<file path="src/rtl/exmem_skid_stage_pkg.sv">
// Shared EX/MEM pipeline definitions: bundle layout, skid-buffer state encoding,
// occupancy codes and reset values for the write-enable control fields.
package exmem_skid_stage_pkg;

    localparam int unsigned EXMEM_DATA_W   = 32;
    localparam int unsigned EXMEM_REGIDX_W = 5;
    localparam int unsigned EXMEM_WBSEL_W  = 2;
    localparam int unsigned EXMEM_RSEL_W   = 3;
    localparam int unsigned EXMEM_WSEL_W   = 2;

    // Default-width bundle; the stage re-declares the same layout from its own parameters.
    typedef struct packed {
        logic [EXMEM_DATA_W-1:0]   alu;
        logic [EXMEM_DATA_W-1:0]   pcm;
        logic [EXMEM_DATA_W-1:0]   datareg;
        logic [EXMEM_REGIDX_W-1:0] regdindex;
        logic                      regwe;
        logic [EXMEM_WBSEL_W-1:0]  wbsel;
        logic                      memrw;
        logic [EXMEM_RSEL_W-1:0]   rsel;
        logic [EXMEM_WSEL_W-1:0]   wsel;
    } exmem_bundle_t;

    // Bit 0 is the main-entry valid, bit 1 the skid-entry valid.
    typedef enum logic [1:0] {
        StEmpty = 2'b00,
        StOne   = 2'b01,
        StFull  = 2'b11
    } skid_state_e;

    localparam logic [1:0] OCC_EMPTY = 2'd0;
    localparam logic [1:0] OCC_ONE   = 2'd1;
    localparam logic [1:0] OCC_FULL  = 2'd2;

    localparam logic REGWE_RST = 1'b0;
    localparam logic MEMRW_RST = 1'b0;

    function automatic logic [1:0] occupancy_of(input logic main_vld, input logic skid_vld);
        logic [1:0] occ;
        if (main_vld && skid_vld) begin
            occ = OCC_FULL;
        end else if (main_vld || skid_vld) begin
            occ = OCC_ONE;
        end else begin
            occ = OCC_EMPTY;
        end
        return occ;
    endfunction

endpackage

</file>
<file path="src/rtl/pipe_skid2.sv">
// Generic 2-entry skid buffer: main entry drives the outputs, skid entry absorbs the
// one extra beat that arrives while in_ready (a flop) is still high.
module pipe_skid2
    import exmem_skid_stage_pkg::*;
#(
    parameter int unsigned PAYLOAD_W = 8
) (
    input  logic                 clk,
    input  logic                 rst,
    input  logic                 flush,
    input  logic                 in_valid,
    output logic                 in_ready,
    input  logic [PAYLOAD_W-1:0] in_data,
    output logic                 out_valid,
    input  logic                 out_ready,
    output logic [PAYLOAD_W-1:0] out_data,
    output logic [1:0]           occupancy
);

    skid_state_e          state_q, state_d;
    logic                 in_ready_q;
    logic [PAYLOAD_W-1:0] main_q, skid_q;

    logic acc, deq;
    logic main_vld, skid_vld;
    logic load_main, main_from_skid, load_skid;

    assign main_vld = state_q[0];
    assign skid_vld = state_q[1];
    assign acc      = in_valid & in_ready_q;
    assign deq      = main_vld & out_ready;

    always_ff @(posedge clk or posedge rst) begin
        if (rst) begin
            state_q    <= StEmpty;
            in_ready_q <= 1'b1;
        end else begin
            state_q    <= state_d;
            in_ready_q <= (state_d != StFull);
        end
    end

    always_comb begin
        state_d = state_q;
        if (flush) begin
            state_d = StEmpty;
        end else begin
            case (state_q)
                StEmpty: begin
                    if (acc) state_d = StOne;
                end
                StOne: begin
                    if (acc && !deq) begin
                        state_d = StFull;
                    end else if (!acc && deq) begin
                        state_d = StEmpty;
                    end
                end
                StFull: begin
                    if (deq) state_d = StOne;
                end
                default: state_d = StEmpty;
            endcase
        end
    end

    always_comb begin
        load_main      = 1'b0;
        main_from_skid = 1'b0;
        load_skid      = 1'b0;
        if (!flush) begin
            case (state_q)
                StEmpty: begin
                    load_main = acc;
                end
                StOne: begin
                    load_main = acc & deq;
                    load_skid = acc & ~deq;
                end
                StFull: begin
                    load_main      = deq;
                    main_from_skid = 1'b1;
                end
                default: begin
                    load_main = 1'b0;
                end
            endcase
        end
    end

    // Payload holds unless an accept or skid-to-main shift targets it.
    always_ff @(posedge clk or posedge rst) begin
        if (rst) begin
            main_q <= '0;
            skid_q <= '0;
        end else begin
            if (load_main) begin
                main_q <= main_from_skid ? skid_q : in_data;
            end
            if (load_skid) begin
                skid_q <= in_data;
            end
        end
    end

    assign in_ready  = in_ready_q;
    assign out_valid = main_vld;
    assign out_data  = main_q;
    assign occupancy = occupancy_of(main_vld, skid_vld);

endmodule

</file>
<file path="src/rtl/exmem_skid_stage.sv">
// EX/MEM pipeline stage: packs the EX result bundle through a 2-entry skid buffer and
// masks the write enables so bubbles never look like live stores or register writes.
module exmem_skid_stage
    import exmem_skid_stage_pkg::*;
#(
    parameter int unsigned DATA_W   = 32,
    parameter int unsigned REGIDX_W = 5,
    parameter int unsigned WBSEL_W  = 2,
    parameter int unsigned RSEL_W   = 3,
    parameter int unsigned WSEL_W   = 2
) (
    input  logic                clk,
    input  logic                rst,
    input  logic                flush,

    input  logic                in_valid,
    output logic                in_ready,
    input  logic [DATA_W-1:0]   alu_in,
    input  logic [DATA_W-1:0]   pcm_in,
    input  logic [DATA_W-1:0]   datareg_in,
    input  logic [REGIDX_W-1:0] regdindex_in,
    input  logic                regwe_in,
    input  logic [WBSEL_W-1:0]  wbsel_in,
    input  logic                memrw_in,
    input  logic [RSEL_W-1:0]   rsel_in,
    input  logic [WSEL_W-1:0]   wsel_in,

    output logic                out_valid,
    input  logic                out_ready,
    output logic [DATA_W-1:0]   alu_out,
    output logic [DATA_W-1:0]   pcm_out,
    output logic [DATA_W-1:0]   datareg_out,
    output logic [REGIDX_W-1:0] regdindex_out,
    output logic                regwe_out,
    output logic [WBSEL_W-1:0]  wbsel_out,
    output logic                memrw_out,
    output logic [RSEL_W-1:0]   rsel_out,
    output logic [WSEL_W-1:0]   wsel_out,

    output logic [1:0]          occupancy
);

    // Same field order as exmem_bundle_t, sized by this instance's parameters.
    typedef struct packed {
        logic [DATA_W-1:0]   alu;
        logic [DATA_W-1:0]   pcm;
        logic [DATA_W-1:0]   datareg;
        logic [REGIDX_W-1:0] regdindex;
        logic                regwe;
        logic [WBSEL_W-1:0]  wbsel;
        logic                memrw;
        logic [RSEL_W-1:0]   rsel;
        logic [WSEL_W-1:0]   wsel;
    } stage_bundle_t;

    localparam int unsigned PAYLOAD_W = $bits(stage_bundle_t);

    stage_bundle_t        in_bundle, out_bundle;
    logic [PAYLOAD_W-1:0] out_payload;
    logic                 out_valid_int;

    always_comb begin
        in_bundle.alu       = alu_in;
        in_bundle.pcm       = pcm_in;
        in_bundle.datareg   = datareg_in;
        in_bundle.regdindex = regdindex_in;
        in_bundle.regwe     = regwe_in;
        in_bundle.wbsel     = wbsel_in;
        in_bundle.memrw     = memrw_in;
        in_bundle.rsel      = rsel_in;
        in_bundle.wsel      = wsel_in;
    end

    pipe_skid2 #(
        .PAYLOAD_W (PAYLOAD_W)
    ) u_skid (
        .clk       (clk),
        .rst       (rst),
        .flush     (flush),
        .in_valid  (in_valid),
        .in_ready  (in_ready),
        .in_data   (in_bundle),
        .out_valid (out_valid_int),
        .out_ready (out_ready),
        .out_data  (out_payload),
        .occupancy (occupancy)
    );

    assign out_bundle = stage_bundle_t'(out_payload);

    assign out_valid     = out_valid_int;
    assign alu_out       = out_bundle.alu;
    assign pcm_out       = out_bundle.pcm;
    assign datareg_out   = out_bundle.datareg;
    assign regdindex_out = out_bundle.regdindex;
    assign wbsel_out     = out_bundle.wbsel;
    assign rsel_out      = out_bundle.rsel;
    assign wsel_out      = out_bundle.wsel;

    assign regwe_out = out_valid_int ? out_bundle.regwe : REGWE_RST;
    assign memrw_out = out_valid_int ? out_bundle.memrw : MEMRW_RST;

endmodule
</file>
<file path="config.mk">
export PLATFORM = sky130hd
export DESIGN_NAME = exmem_skid_stage
export DESIGN_NICKNAME = d
export VERILOG_FILES = /design/src/rtl/exmem_skid_stage_pkg.sv /design/src/rtl/pipe_skid2.sv /design/src/rtl/exmem_skid_stage.sv
export SDC_FILE = /design/constraint.sdc
export NUM_CORES = 1
export LEC_CHECK = 0
export BUFFER_PORTS_ARGS = -buffer_cell sky130_fd_sc_hd__buf_2
export CAP_MARGIN = 20
export CELL_PAD_IN_SITES_DETAIL_PLACEMENT = 1
export CELL_PAD_IN_SITES_GLOBAL_PLACEMENT = 2
export CORE_MARGIN = 2
export CORE_UTILIZATION = 32
export CTS_CLUSTER_DIAMETER = 100
export DETAILED_ROUTE_END_ITERATION = 16
export PLACE_DENSITY = 0.76
export SETUP_SLACK_MARGIN = 0.15
export SKIP_LAST_GASP = 1
export SYNTH_ARGS = -nofsm -noshare
export SYNTH_HDL_FRONTEND = slang
export SYNTH_SLANG_ARGS = --single-unit
</file>
<file path="constraint.sdc">
create_clock -name clk -period 8.2 [get_ports clk]
set_input_delay 2.05 -clock clk [delete_from_list [all_inputs] [get_ports clk]]
set_output_delay 2.05 -clock clk [all_outputs]
set_load 0.005 [all_outputs]
</file>
---- After elaboration in Yosys (flattened, before gate mapping) ----
Cells that the tools add are included.
Widths: inputs -> output; s select.
operators by class
  equality and inequality tests ........... 3
  multiplexer cells ....................... 17
  bitwise gates (word level) .............. 5
  reductions and logical operators ........ 7
operators by type and width
  cell                count
  $mux 110            1
  $mux 2              6
  $mux 1              8
  $pmux 2 s3          1
  $and 1x1->1         4
  $logic_and 1x1->1   3
  $pmux 1 s3          1
  $eq 2x1->1 const B  1
  $eq 2x2->1 const B  1
  $logic_not 1->1     2
  $logic_not 2->1     1
  $ne 2x2->1 const B  1
  $logic_or 1x1->1    1
  $not 1->1           1
word-level totals
  register bits ........................... 223
  bits of input ports ..................... 115
  word-level logic and storage cells ...... 36

---- Depth between registers and ports, before layout ----
Gate-level depths: netlist (run 1).
  depth in word-level cells ............... 8
  depth in mapped cells ................... 8
  mapped depth without buffers ............ 6

---- Modules after synthesis ----
From an unflattened synthesis (run 1), not the netlist that was laid out.
second synthesis, totals
  cell total of the unflattened synthesis .. 751
  area total of the unflattened synthesis .. 9571.7 um^2
by module, submodules not included
  module            times used  cells each  area an instance (um^2)  seq. area each (um^2)
  pipe_skid2        1           749         9559.2                   5581.6
  exmem_skid_stage  1           2           12.5                     0.0

---- Least setup slack after synthesis (run 1) ----
Ideal clock, no wire load.
  path type ............................... in2reg
  start point ............................. input in_valid
  end point ............................... register u_skid.skid_q[0]
  setup time .............................. 0.125 ns
  arrival ................................. 3.068 ns
  setup slack ............................. 5.007 ns
  stages on the path ...................... 5
  buffers on the path ..................... 2
  path through ............................ nand2_1 > nor4_2 > buf_2 > buf_4 > mux2_2
between the ends
  word-level cells in the longest chain between the ends .. 4
RTL lines
  element               RTL line                text
  from (decl)           exmem_skid_stage.sv:16  input logic in_valid,
  $and 1x1->1           pipe_skid2.sv:30        assign acc = in_valid & in_ready_q;
  $and 1x1->1           pipe_skid2.sv:78        load_skid = acc & ~deq;
  $mux 1                pipe_skid2.sv:72        case (state_q)
  $mux 1                pipe_skid2.sv:71        if (!flush) begin
  to (signal assigned)  pipe_skid2.sv:101       skid_q <= in_data;
  to (decl)             pipe_skid2.sv:22        logic [PAYLOAD_W-1:0] main_q, skid_q;
No other way between the ends.
A chain may end at the register's enable or synchronous reset.

---- Worst setup path after layout (run 1) ----
  start point ............................. input in_valid
  end point ............................... register u_skid.main_q[74], in the netlist u_skid.out_data[74]
between the ends
  word-level cells in the longest chain between the ends .. 4
RTL lines
  element               RTL line          text
  $and 1x1->1 (*)       pipe_skid2.sv:30
  $and 1x1->1           pipe_skid2.sv:77  load_main = acc & deq;
  $pmux 1 s3 (*)        pipe_skid2.sv:72
  $mux 1 (*)            pipe_skid2.sv:71
  to (signal assigned)  pipe_skid2.sv:98  main_q <= main_from_skid ? skid_q : in_data;
  to (decl)             pipe_skid2.sv:22
Mark *: on every way between the ends. The rest lies on a longest branch, timed or not.

==> results.ini, run 1 <==
[drt]
drt-initial-drc-count = 295
num_vias = 6719
drc = 0
routed_wl_um = 25700
detail-route-antenna-nets = 0
viasPerCell = 4.87
first_pass_iters = 4
wl_per_cell_um = 18.6

[cts]
cts_hold_buffers = 0
clockRootBuffer = clkbuf_16
clock-sinks = 223
cts_inserted_buffers = 26
ctsResizeCount = 0
clk_pin_slew_ps = 60
clkLatencyLatePin_ps = 530
cts_tree = done
cts_setup_buffers = 0
ctsHtreeMaxLevel = 1
cts_max_path_buffers = 3

[logic_synthesis]
syn_nets = 979
post-synth-top-area-cell = dfrtp_1
avgSynthCellArea_um2 = 12.1
synth-seq-cells = 223
synth_mux_area_share_pct = 22.5
yosys_warnings = 0
synthXorXnorAreaFrac_pct = 0
syn_area_mm2 = 0.0104
synth_top_family_by_area = multiplexers
synth_ff_type = dfrtp_1
async_flop_share_pct = 100
synth.top_cell.area_share_pct = 53.5
synthAdderAreaFrac_pct = 0.579
post_synth_inst_count = 860
yosysSeqAreaShare_pct = 53.8
synth.area.top_cells = dfrtp_1 (54%), mux2_2 (12%), mux2i_1 (11%)
synth.distinct_cells = 26
synthSimpleGateAreaFrac_pct = 0.976
synth_edf_count = 0
synth_compound_area_share_pct = 11.0

[grt]
track_usage_pct = 15.0
grt_pass1_wl_um = 40600
grt.overflow.total = 0
grt_max_degree = 151
antenna_found_initial = 3
grt_pass1_vias = 7309

[finish]
fin_nets = 1077
synthToLayoutAreaGrowth_pct = 14.5
fillers = 3454
drive_gt1_share_pct = 40.5
fin_area_mm2 = 0.0119

[worst_setup_path]
r2r_start = u_skid.state_q[0]
cp.depth = 7
crit_buf_inv = 3
worstRegToRegCells = 8
end_kind = flip-flop
startpoint_type = primary input
cp.required_ps = 8580
criticalPathCategory = in -> reg
r2r_setup_slack_ps = 4600
slowest_delay_ps = 700
cp_common_cell = buf_4
arrival_ps = 4720
path_cells = buf_2, and4_1, a221oi_4, buf_4, or2_4, buf_4, o21ai_0
crit_family = buffers and inverters
reg2reg_to = u_skid.out_data[74]
cp_slowest_cell = or2_4
cp_max_fo = 59

[sta]
timing.hold.ws_ps = 499
period_share_pct = 52.9
rsz0062_at_grt = false
maxSlewHeadroom_pct = 35.9
period_minus_slack_ps = 4340
fin_skew_ps = 11.1
fmax_mhz = 230
drv_slew = 0
finalSetupTns_ps = 0
finalSetupViolations = 0
hold_viol = 0
fin_ws_ps = 3860
tightest_slew_ps = 962

[pwr]
pwr-share-clk_pct = 31.7
p_int_mw = 2.69
ir_drop_uv = 178
p_comb_share_pct = 21.4
switchingPower_mw = 1.02
seq_power_share_pct = 46.9
power.leakage_nw = 6.06
p_sw_share_pct = 27.6
power_density_mw_per_mm2 = 312

[status]
outcome = finished, final reports clean

[floorplanning]
start_util_pct = 32.7
io_pins = 229
die_area_mm2 = 0.0339
die_h_um = 184
rows = 65
die_w_um = 184
design.core.area_mm2 = 0.0317

[min_path]
whs_endpoint = u_skid.out_data[68]
hold_path.class = reg -> reg
hp-start = u_skid.out_data[68]
hold_depth = 2

[placement]
place_area_mm2 = 0.0110
dp_hpwl_um = 15800
place_ws_ps = 3160
routabilityCongestion = 0.734
portBuffers = 228

[job]
maxCapViolCount = 0

==> flip-flops by register name (all words and copies together) (netlist names) <==
signal	cells
u_skid.state_q	2
u_skid.skid_q	110
u_skid.out_data	110
u_skid.in_ready	1
==> synthesized netlist by cell type, drive strengths merged (2+ instances only) <==
cell type	n
dfrtp	222
inv	4
and2	3
mux2i	110
a221oi	2
buf	153
clkbuf	15
nand2b	2
nor3	2
o21ai	220
or2	2
ha	4
nand2	3
mux2	110
==> logic make-up (layout without fill, tap and decap cells) <==
group | after synthesis | in the layout
adders and majority gates | 5 | 5
DFF | 223 | 223
AOI/OAI and AO/OA | 224 | 224
other | 0 | 3
muxes | 220 | 220
and+or+nand+nor | 16 | 16
buffers and inverters | 172 | 287
==> per-stage QoR <==
stage / std cells / utilization (%) / power (mW)
6_report: 1380 / 37.5 / 3.71
3_3_place_gp: 1332 / 34.7 / 2.53
4_1_cts: 1377 / 37.4 / 3.78
5_1_grt: 1379 / 37.5 / 3.96
2_1_floorplan: 860 / - / 2.43
3_5_place_dp: 1332 / 34.7 / 2.58
==> area by class of cell <==
class                   instances  area [um^2]  area share, %
diodes                          3         7.51         0.0632
clock buffers                  40          795           6.68
clock inverters                 5         78.8          0.663
inverters                       4         18.8          0.158
multi-input cells             465         3670           30.9
flip-flops and latches        223         5580           47.0
well taps                     402          503           4.23
repair buffers                238         1230           10.3
==> placed cells by master (no fill, tap or decap), types with 2 or more instances in the layout <==
| master | synthesis | final |
|---|---|---|
| o21ai_1 | 100 | 100 |
| mux2_2 | 110 | 110 |
| inv_1 | 4 | 3 |
| buf_4 | 129 | 9 |
| nor3_1 | 2 | 2 |
| clkinv_2 | 0 | 2 |
| mux2i_1 | 110 | 110 |
| clkbuf_8 | 0 | 7 |
| o21ai_0 | 120 | 120 |
| diode_2 | 0 | 3 |
| buf_2 | 24 | 228 |
| clkbuf_1 | 15 | 6 |
| nand2_1 | 3 | 3 |
| bufinv_16 | 0 | 2 |
| dfrtp_1 | 222 | 222 |
| clkbuf_16 | 0 | 27 |
| and2_1 | 2 | 2 |
| or2_4 | 0 | 2 |
| ha_1 | 4 | 4 |
==> worst reg2reg max path, delay by kind of cell (launching register included) <==
family / cells / cell delay (ps)
compound gates: 2 / 410
fa+ha+maj: 1 / 270
buf+inv: 3 / 1240
flops: 1 / 550
simple gates: 2 / 990
==> layer usage <==
metal	track usage [%]	share of wire [%]	vias up
li1	-	-	3116
met1	18.9	44	3430
met2	26.5	50	138
met4	4.16	2.4	0
met3	2.61	4.4	35
met5	0	0	-
==> worst max-delay path by stage <==
stage / start / to / slack (ps)
after floorplan: rst / u_skid.out_data[0] / 3240
after global placement: in_valid / u_skid.out_data[74] / 3260
after detailed placement: in_valid / u_skid.out_data[76] / 3160
after CTS: in_valid / u_skid.out_data[76] / 3720
after global routing: in_valid / u_skid.out_data[76] / 3560
final: in_valid / u_skid.out_data[74] / 3860
==> power by group through the flow <==
stage / registers (mW) / logic (mW) / clock network, mW
after floorplan: 1.70 / 0.730 / 0
after global placement: 1.74 / 0.787 / 0
after detailed placement: 1.76 / 0.819 / 0
after CTS: 1.74 / 0.819 / 1.22
after global routing: 1.80 / 0.894 / 1.26
final: 1.74 / 0.794 / 1.17
Note: power is estimated with default switching activity, not from simulation.
==> inputs of run 2 (changes only) <==
--- a/config.mk
+++ b/config.mk
@@ -10,10 +10,10 @@
 export CELL_PAD_IN_SITES_DETAIL_PLACEMENT = 1
 export CELL_PAD_IN_SITES_GLOBAL_PLACEMENT = 2
 export CORE_MARGIN = 2
-export CORE_UTILIZATION = 32
+export CORE_UTILIZATION = 36
 export CTS_CLUSTER_DIAMETER = 100
 export DETAILED_ROUTE_END_ITERATION = 16
-export PLACE_DENSITY = 0.76
+export PLACE_DENSITY = 0.81
 export SETUP_SLACK_MARGIN = 0.15
 export SKIP_LAST_GASP = 1
 export SYNTH_ARGS = -nofsm -noshare
==> constraint.sdc (replaced) <==
create_clock -name clk -period 4.47 [get_ports clk]
set_input_delay 1.1175 -clock clk [delete_from_list [all_inputs] [get_ports clk]]
set_output_delay 1.1175 -clock clk [all_outputs]
set_load 0.005 [all_outputs]
==> run 2 against run 1 <==
Sequential power increased by 83%. Register-to-register slack worse by 3100 ps. Clock power rose by 78%. Die area is 11% lower. Sequential cell count unchanged. Clock skew increased by 1.2 ps. Clock-buffer cell count shrank 2. Critical endpoint is now u_skid.out_data[58]. Largest power group unchanged. Highest routed layer unchanged.
==> results.ini, run 2 (synthesis gave the netlist of run 1 again) <==
[status]
outcome = finished, final reports clean

[sta]
fmax_mhz = 339
drv_slew = 0
rsz0062_at_grt = false
finalSetupViolations = 0
fin_skew_ps = 12.3
maxSlewHeadroom_pct = 41.3
hold_viol = 0
finalSetupTns_ps = 0
tightest_slew_ps = 881
fin_ws_ps = 1520
period_share_pct = 66.0
period_minus_slack_ps = 2950

[finish]
fin_nets = 1078
layout.area.seq_mm2 = 0.00558
fin_area_mm2 = 0.0119
drive_gt1_share_pct = 40.2
multi_input_area_mm2 = 0.00367
final_cell_mix = buf_2 (228), dfrtp_1 (222), o21ai_0 (120), mux2i_1 (110), mux2_2 (110)
fillers = 3156
synthToLayoutAreaGrowth_pct = 14.4
final_cells = 1359
final_common_cell = buf_2

[worst_setup_path]
critPathCapture = u_skid.out_data[58]
worstRegToRegCells = 8
arrival_ps = 3380
criticalPathCategory = reg -> reg
startpoint_type = flip-flop
end_kind = flip-flop
r2r_setup_slack_ps = 1520
startpoint = u_skid.state_q[0]
reg2reg_to = u_skid.out_data[58]
cp_max_fo = 69
r2r_start = u_skid.state_q[0]
cp.required_ps = 4900

[grt]
grt.overflow.total = 0
grt_pass1_vias = 7374
track_usage_pct = 16.5
antenna_found_initial = 3
grt_max_degree = 148
grt_pass1_wl_um = 40400

[placement]
place_area_mm2 = 0.0110
portBuffers = 228
placed_cells = 1314
dp_hpwl_um = 15300
place_ws_ps = 1180
routabilityCongestion = 0.780

[drt]
drc = 0
wl_per_cell_um = 18.5
num_vias = 6822
viasPerCell = 5.02
routed_wl_um = 25200
drt-initial-drc-count = 187
first_pass_iters = 4
detail-route-antenna-nets = 0

[cts]
clkLatencyLatePin_ps = 530
cts_max_path_buffers = 3
ctsResizeCount = 0
cts_inserted_buffers = 27
cts_setup_buffers = 0
clock-sinks = 223
clk_pin_slew_ps = 50
ctsHtreeMaxLevel = 1
clockRootBuffer = clkbuf_16
cts_hold_buffers = 0
cts_tree = done

[job]
maxCapViolCount = 0

[floorplanning]
design.core.area_mm2 = 0.0285
die_area_mm2 = 0.0302
start_util_pct = 36.4
io_pins = 229
die_w_um = 174
die_h_um = 174
rows = 62

[pwr]
p_comb_share_pct = 21.8
switchingPower_mw = 1.87
power_density_mw_per_mm2 = 568
p_sw_share_pct = 27.7
ir_drop_uv = 342
power.leakage_nw = 6.06
pwr-share-clk_pct = 30.9
seq_power_share_pct = 47.3
p_int_mw = 4.88

[min_path]
hp-start = u_skid.skid_q[49]
hold_path.class = reg -> reg

-- run 2: through the flow --
stage | hold WS [ps] | util, % | total power [mW]
detailed placement | 495 | 38.7 | 4.73
global route | 514 | 41.6 | 7.19
floorplan | 471 | - | 4.45
finish | 503 | 41.6 | 6.75
CTS | 508 | 41.6 | 6.88
global placement | 487 | 38.7 | 4.63
-- run 2: power by group through the flow --
| stage | Sequential, mW | Combinational, mW | Clock (mW) |
|---|---|---|---|
| CTS | 3.20 | 1.52 | 2.16 |
| finish | 3.19 | 1.47 | 2.08 |
| floorplan | 3.11 | 1.34 | 0 |
| global placement | 3.18 | 1.45 | 0 |
| global route | 3.29 | 1.65 | 2.24 |
| detailed placement | 3.23 | 1.51 | 0 |
-- run 2: cell type report --
type                       instances  share of cell area (%)
multi-input combinational        465                    30.9
sequential                       223                    47.0
tap                              384                    4.04
antenna                            3                  0.0632
timing repair buffer             238                    10.9
inverter                           4                   0.158
clock buffer                      38                    6.37
clock inverter                     4                   0.590
-- run 2: metal layers --
metal / vias up / share of wire (%) / track usage, %
li1: 3126 / - / -
met1: 3503 / 42 / 19.6
met2: 153 / 50 / 29.7
met3: 40 / 6.6 / 4.52
met4: 0 / 1.9 / 3.85
met5: - / 0 / 0
-- run 2: worst max-delay path: stages (launching register included) --
cell      delay [ps]
dfrtp_1          520
inv_1            120
ha_1             270
and3_1           230
a221oi_4         200
buf_4            430
buf_4            650
o21ai_0          230
o21ai_1          140
-- run 2: worst min-delay path by stage --
stage	cells past startpoint	slack, ps	endpoint
6_report	1	500	u_skid.skid_q[49]
5_1_grt	1	510	u_skid.skid_q[45]
4_1_cts	1	510	u_skid.skid_q[101]
3_5_place_dp	1	490	u_skid.skid_q[0]
3_3_place_gp	2	490	u_skid.out_data[68]
2_1_floorplan	2	470	u_skid.out_data[5]
